===== config.mk =====
export PLATFORM = sky130hd
export DESIGN_NAME = tariff_bill_generator_flat
export DESIGN_NICKNAME = d
export VERILOG_FILES = /design/src/rtl/tariff_bill_if.sv /design/src/rtl/tariff_bill_generator.sv /design/src/flat_wrapper.sv
export SDC_FILE = /design/constraint.sdc
export NUM_CORES = 1
export LEC_CHECK = 0
export ABC_AREA = 1
export BUFFER_PORTS_ARGS = -buffer_cell sky130_fd_sc_hd__clkbuf_2
export CAP_MARGIN = 30
export CORE_UTILIZATION = 55
export DETAILED_ROUTE_END_ITERATION = 6
export GPL_TIMING_DRIVEN = 0
export PLACE_DENSITY_LB_ADDON = 0.1
export SLEW_MARGIN = 20
export SYNTH_ARGS = -nofsm -noshare
export SYNTH_HDL_FRONTEND = slang
export SYNTH_SLANG_ARGS = --single-unit
export TNS_END_PERCENT = 10

===== constraint.sdc =====
create_clock -name clk -period 19.7 [get_ports clk]
set_clock_uncertainty 0.15 [all_clocks]
set_input_delay 2.955 -clock clk [delete_from_list [all_inputs] [get_ports clk]]
set_output_delay 2.955 -clock clk [all_outputs]
set_load 0.01 [all_outputs]

===== src/rtl/tariff_bill_if.sv =====
// tariff_bill_if: billing-payment bus between the bill generator (slave) and the metering/payment side (master).
// Master drives the meter pulses, the period close, the adjustments and bill_ready.
// Slave drives bill_valid, bill_amount, units_billed, busy and count_overflow.
interface tariff_bill_if;
  logic        meter_pulse;
  logic        cycle_end;
  logic        adj_valid;
  logic        short_payment;
  logic        excess_payment;
  logic [15:0] adjustment_amount;
  logic        bill_ready;
  logic        bill_valid;
  logic [15:0] bill_amount;
  logic [15:0] units_billed;
  logic        busy;
  logic        count_overflow;
  modport master(
    output meter_pulse, cycle_end, adj_valid, short_payment, excess_payment, adjustment_amount, bill_ready,
    input  bill_valid, bill_amount, units_billed, busy, count_overflow
  );
  modport slave(
    input  meter_pulse, cycle_end, adj_valid, short_payment, excess_payment, adjustment_amount, bill_ready,
    output bill_valid, bill_amount, units_billed, busy, count_overflow
  );
endinterface


===== src/rtl/tariff_bill_generator.sv =====
// tariff_bill_generator: counts energy pulses per billing period and issues the period's bill over a valid/ready handshake.
// Ports: clk, reset (async, active-high), io_bill (tariff_bill_if.slave: meter/period/adjustment inputs, bill outputs).
// Macro BILL_TIERED_TARIFF_EN selects the two-tier energy charge; undefined bills every unit at RATE_LOW.
module tariff_bill_generator #(
  parameter int RATE_LOW     = 5,
  parameter int RATE_HIGH    = 8,
  parameter int TIER_LIMIT   = 100,
  parameter int FIXED_CHARGE = 50
) (
  input logic         clk,
  input logic         reset,
  tariff_bill_if.slave io_bill
);
  typedef enum logic [1:0] {ACCUM, CALC, PRESENT} state_t;
`ifdef BILL_TIERED_TARIFF_EN
  localparam int RATE_ABOVE = RATE_HIGH;
`else
  // flat tariff: units above the tier boundary cost the same as those below
  localparam int RATE_ABOVE = RATE_LOW + 0 * RATE_HIGH;
`endif
  state_t             r_state;
  logic [15:0]        r_count, r_units, r_bill;
  logic [23:0]        r_arrears, r_credit;
  logic               r_valid, r_busy, r_ovf;
  logic [31:0]        w_low, w_high, w_gross;
  logic signed [33:0] w_net;
  logic               w_neg, w_big, w_snap, w_short, w_excess;
  logic [15:0]        w_calc_bill;
  logic [23:0]        w_calc_arr, w_calc_cred, w_arr_base, w_cred_base;
  logic [24:0]        w_arr_sum, w_cred_sum;
  always_comb begin
    w_low       = ({16'd0, r_units} > 32'(TIER_LIMIT)) ? 32'(TIER_LIMIT) : {16'd0, r_units};
    w_high      = {16'd0, r_units} - w_low;
    w_gross     = 32'(FIXED_CHARGE) + w_low * 32'(RATE_LOW) + w_high * 32'(RATE_ABOVE);
    w_net       = $signed({2'b00, w_gross}) + $signed({10'd0, r_arrears}) - $signed({10'd0, r_credit});
    w_neg       = w_net < 0;
    w_big       = w_net > 34'sh0FFFF;
    w_calc_bill = w_neg ? 16'd0 : w_big ? 16'hFFFF : w_net[15:0];
    w_calc_arr  = !w_big ? 24'd0 : (w_net - 34'sh0FFFF > 34'sh0FFFFFF) ? 24'hFFFFFF : 24'(w_net - 34'sh0FFFF);
    w_calc_cred = w_neg ? 24'(-w_net) : 24'd0;
    w_snap      = (r_state == ACCUM) && io_bill.cycle_end;
    w_short     = io_bill.adj_valid && io_bill.short_payment && !io_bill.excess_payment;
    w_excess    = io_bill.adj_valid && io_bill.excess_payment && !io_bill.short_payment;
    // an adjustment arriving in CALC lands on top of the freshly settled balance
    w_arr_base  = (r_state == CALC) ? w_calc_arr : r_arrears;
    w_cred_base = (r_state == CALC) ? w_calc_cred : r_credit;
    w_arr_sum   = {1'b0, w_arr_base} + (w_short ? {9'd0, io_bill.adjustment_amount} : 25'd0);
    w_cred_sum  = {1'b0, w_cred_base} + (w_excess ? {9'd0, io_bill.adjustment_amount} : 25'd0);
  end
  always_ff @(posedge clk or posedge reset) begin
    if (reset) begin
      r_state   <= ACCUM;
      r_count   <= '0;
      r_units   <= '0;
      r_bill    <= '0;
      r_arrears <= '0;
      r_credit  <= '0;
      r_valid   <= 1'b0;
      r_busy    <= 1'b0;
      r_ovf     <= 1'b0;
    end else begin
      r_arrears <= w_arr_sum[24] ? 24'hFFFFFF : w_arr_sum[23:0];
      r_credit  <= w_cred_sum[24] ? 24'hFFFFFF : w_cred_sum[23:0];
      if (w_snap) begin
        r_units <= r_count;
        r_count <= {15'd0, io_bill.meter_pulse};
        r_ovf   <= 1'b0;
      end else if (io_bill.meter_pulse && r_count != 16'hFFFF) begin
        r_count <= r_count + 16'd1;
        r_ovf   <= r_ovf || (r_count == 16'hFFFE);
      end
      case (r_state)
        ACCUM: if (io_bill.cycle_end) begin
          r_state <= CALC;
          r_busy  <= 1'b1;
        end
        CALC: begin
          r_bill  <= w_calc_bill;
          r_valid <= 1'b1;
          r_state <= PRESENT;
        end
        PRESENT: if (io_bill.bill_ready) begin
          r_valid <= 1'b0;
          r_busy  <= 1'b0;
          r_state <= ACCUM;
        end
        default: r_state <= ACCUM;
      endcase
    end
  end
  assign io_bill.bill_valid     = r_valid;
  assign io_bill.bill_amount    = r_bill;
  assign io_bill.units_billed   = r_units;
  assign io_bill.busy           = r_busy;
  assign io_bill.count_overflow = r_ovf;
endmodule


===== src/flat_wrapper.sv =====
// flat-port wrapper written by rule: the top's interface ports become plain ports
module tariff_bill_generator_flat 
#(
  parameter int RATE_LOW     = 5,
  parameter int RATE_HIGH    = 8,
  parameter int TIER_LIMIT   = 100,
  parameter int FIXED_CHARGE = 50
)
  (clk, reset, io_bill_meter_pulse, io_bill_cycle_end, io_bill_adj_valid, io_bill_short_payment, io_bill_excess_payment, io_bill_adjustment_amount, io_bill_bill_ready, io_bill_bill_valid, io_bill_bill_amount, io_bill_units_billed, io_bill_busy, io_bill_count_overflow);
  tariff_bill_if io_bill_i ();
  input logic clk;
  input logic reset;
  input wire logic [$bits(io_bill_i.meter_pulse)-1:0] io_bill_meter_pulse;
  input wire logic [$bits(io_bill_i.cycle_end)-1:0] io_bill_cycle_end;
  input wire logic [$bits(io_bill_i.adj_valid)-1:0] io_bill_adj_valid;
  input wire logic [$bits(io_bill_i.short_payment)-1:0] io_bill_short_payment;
  input wire logic [$bits(io_bill_i.excess_payment)-1:0] io_bill_excess_payment;
  input wire logic [$bits(io_bill_i.adjustment_amount)-1:0] io_bill_adjustment_amount;
  input wire logic [$bits(io_bill_i.bill_ready)-1:0] io_bill_bill_ready;
  output wire logic [$bits(io_bill_i.bill_valid)-1:0] io_bill_bill_valid;
  output wire logic [$bits(io_bill_i.bill_amount)-1:0] io_bill_bill_amount;
  output wire logic [$bits(io_bill_i.units_billed)-1:0] io_bill_units_billed;
  output wire logic [$bits(io_bill_i.busy)-1:0] io_bill_busy;
  output wire logic [$bits(io_bill_i.count_overflow)-1:0] io_bill_count_overflow;
  assign io_bill_i.meter_pulse = io_bill_meter_pulse;
  assign io_bill_i.cycle_end = io_bill_cycle_end;
  assign io_bill_i.adj_valid = io_bill_adj_valid;
  assign io_bill_i.short_payment = io_bill_short_payment;
  assign io_bill_i.excess_payment = io_bill_excess_payment;
  assign io_bill_i.adjustment_amount = io_bill_adjustment_amount;
  assign io_bill_i.bill_ready = io_bill_bill_ready;
  assign io_bill_bill_valid = io_bill_i.bill_valid;
  assign io_bill_bill_amount = io_bill_i.bill_amount;
  assign io_bill_units_billed = io_bill_i.units_billed;
  assign io_bill_busy = io_bill_i.busy;
  assign io_bill_count_overflow = io_bill_i.count_overflow;
  tariff_bill_generator #(.RATE_LOW(RATE_LOW), .RATE_HIGH(RATE_HIGH), .TIER_LIMIT(TIER_LIMIT), .FIXED_CHARGE(FIXED_CHARGE)) u_core (.clk(clk), .reset(reset), .io_bill(io_bill_i));
endmodule

==> impl_results.md <==
- Layout cells sized above 1: 0.0904
- Register area: 0.00253 mm2
- Critical path type: reg2reg
- PortBufs: 58
- Clk_lat worst skew: around 0.37 ns
- CTS sink cnt: 101
- Crit Path Max Fanout: 10
- Relative slew slack: 0.444
- Core ar.: 0.0253 mm2
- RSZ-0062 raised after global routing: no
- Root Buffer: clkbuf_16
- Setup Buffers After CTS: 0
- Final-layout fill cell count: 2443
- Vias/cell: 5.35
- Crit end category: register
- # setup viols final: 0
- First-pass detailed-route iteration total: 6
- Post-synth cell types: 55
- Number of synthesized flops with an enable pin: 0
- Max Clk Rate: between 0.06 and 0.07 GHz
- Multi-input logic area: around 0.010 mm2
- Starting density of the core: 0.562
- Status: finished, final reports clean
- Num ports: just under 60
- H-tree lvl count: 3
- Die area: 0.0265 mm2
- ANT nets after route: 0
- #FFs+latches synth: 101
- Final WL: around 40000 um
- Fin Setup TNS: 0 ns
- Initial antenna violation count: 0
- CTS max path bufs: 2
- First-pass GRT wire length: 63600 um
- Hold-fix buffers, CTS: 0
- Sequential area share after synthesis: 0.178
- CP max stage cell: o21ai_0
- Post-CTS resize count: 0
- CP max stage delay: 0.53 ns
- Gr usage total: 0.309
- Worst hold path class: reg2reg
- Vias: 13.4k
- Mapped Area: 0.0142 mm2
- GPL Wtd Cong: around 0.95
- Post-synth top flop: dfrtp_1
- Max-slew violation count: 0
- Number of global-route vias before repair: roughly 13k
- Hold Violations, Final: 0
- Max-Cap Viols: 0
- GRT Residual Overflow: 0
- Synthesis Warnings: 0
- # diodes: 0
- Period minus WS final: 15.07 ns
- CP Data Required Time: 19.85 ns
- Part of the cycle the worst path needs: 0.765
- Worst slew pin tran: 0.834 ns
- Synth Area per Inst: 6.89 um2
- Reg clk slew, reported paths: ~0.090 ns
- Num CTS Buffers: 9
- TritonCTS clock tree: yes
- Rows: 58
- Hpwl dp: 34500 um
- CP Launch Type: register
- Largest net degree at the start of global routing: 65
- Die Width: about 160 um
- Ys async rst share: 1.00
- Mapped Cells: 2061
- Routed WL per cell: 16.0 um
- 1st-iter DRT viols: approximately 890
- Area growth, synth to finish: 8.13%
- Critical path arrival: about 15 ns
- Final nets: 2432
- CP most frequent cell: nand2_1
- Die Ht: 163 um
- R2R setup slack: 4.63 ns
- Drt drc: 0
-- path summary, 6_finish.rpt --
check / from / to / cells after the start
max: u_core.io_bill.units_billed[2] / u_core.r_arrears[21] / 69
min: u_core.io_bill.busy / u_core.io_bill.busy / 2
max reg2reg: u_core.io_bill.units_billed[2] / u_core.r_arrears[21] / 69
min reg2reg: u_core.io_bill.busy / u_core.io_bill.busy / 2
max in group asynchronous: reset / u_core.io_bill.bill_amount[11] / 3
min in group asynchronous: reset / u_core.r_count[14] / 2
-- flip-flops by register name (all words and copies together), names as in the netlist --
signal                         cells
u_core.r_arrears                  24
u_core.r_credit                   24
u_core.io_bill.bill_amount        16
u_core.io_bill.units_billed       16
u_core.r_count                    16
u_core.r_state                     2
u_core.io_bill.bill_valid          1
u_core.io_bill.busy                1
u_core.io_bill.count_overflow      1
-- layout make-up --
type / instances / share of cell area
Multi-Input combinational cell: 1620 / 0.675
Buffer: 30 / 0.00978
Sequential cell: 101 / 0.165
Tap cell: 330 / 0.0269
Timing Repair Buffer: 59 / 0.0207
Clock inverter: 7 / 0.00497
Clock buffer: 9 / 0.0147
Inverter: 341 / 0.0837
-- metal layers --
layer / share of wire / track usage
met1: 0.44 / 0.392
met2: 0.48 / 0.531
met3: 0.053 / 0.0438
met4: 0.035 / 0.113
met5: 0 / 0
-- worst max-delay path, delay by kind of cell (launching register included) --
kind	cells	cell delay [ns]
simple gates	31	4.51
compound gates	17	4.11
fa+ha+maj	9	3.34
buf+inv	10	1.87
xor+xnor	2	0.64
flops	1	0.35
-- placed cells by master (no fill, tap or decap), drive strengths merged, types with 4 or more instances in the layout --
cell    netlist  routed
nand2       553     553
inv         337     340
ha          187     187
nor2        185     185
a21oi       128     128
nand3       121     121
o21ai       108     108
dfrtp       101     101
clkbuf       19      86
xor2         68      68
fa           59      59
nor3         38      38
conb          2      33
nand4        31      31
xnor2        28      28
a21o         16      16
buf          11      12
o22ai        10      10
o21bai        8       8
a31oi         8       8
clkinv        4       8
nand3b        6       6
nor4          5       5
or2           4       4
a21boi        4       4
-- per-stage QoR --
step	area, um2	std cells	hold WS, ns	utilization	setup WS (ns)
after global placement	15000	2480	0.309	0.594	4.99
after CTS	15300	2497	0.336	0.608	4.60
final	15300	2497	0.331	0.608	4.63
after global routing	15300	2497	0.363	0.608	3.42
after floorplan	14300	2092	0.305	-	7.98
after detailed placement	15000	2481	0.313	0.596	4.71
-- synthesized netlist by cell type, drive strengths merged (2+ instances only) --
| cell type | instances | area (um2) |
|---|---|---|
| buf | 11 | 78.8 |
| nor2 | 185 | 825 |
| clkinv | 4 | 15.0 |
| a21boi | 4 | 30.0 |
| a31oi | 8 | 50.1 |
| nor4 | 5 | 31.3 |
| a21oi | 128 | 652 |
| and2 | 2 | 15.0 |
| xnor2 | 28 | 272 |
| o21a | 2 | 15.0 |
| and3 | 2 | 12.5 |
| xor2 | 68 | 596 |
| o211ai | 2 | 15.0 |
| a22o | 2 | 17.5 |
| nor3 | 38 | 205 |
| conb | 2 | 7.51 |
| o21bai | 8 | 60.1 |
| o21ai | 108 | 552 |
| or2 | 4 | 25.0 |
| nand4 | 31 | 200 |
| fa | 59 | 1180 |
| nor3b | 2 | 15.0 |
| inv | 337 | 1260 |
| dfrtp | 101 | 2530 |
| clkbuf | 19 | 71.3 |
| a21o | 16 | 120 |
| nand2 | 553 | 2160 |
| nand3b | 6 | 48.8 |
| o22ai | 10 | 62.6 |
| ha | 187 | 2340 |
| nand3 | 121 | 666 |
| o2111ai | 3 | 26.3 |
-- kinds of logic (layout without fill, tap and decap cells) --
kind of cell | Yosys count | in the layout | share of synthesized area
simple gates | 950 | 950 | 0.296
flops | 101 | 101 | 0.178
buf+inv | 371 | 446 | 0.101
fa+ha+maj | 246 | 246 | 0.248
other cells | 2 | 33 | 0.000529
compound gates | 295 | 295 | 0.115
xor+xnor | 96 | 96 | 0.0611
Power is left out: the tool's default activity adds up to more than one toggle a clock period on the data nets, which glitch-free logic cannot reach.
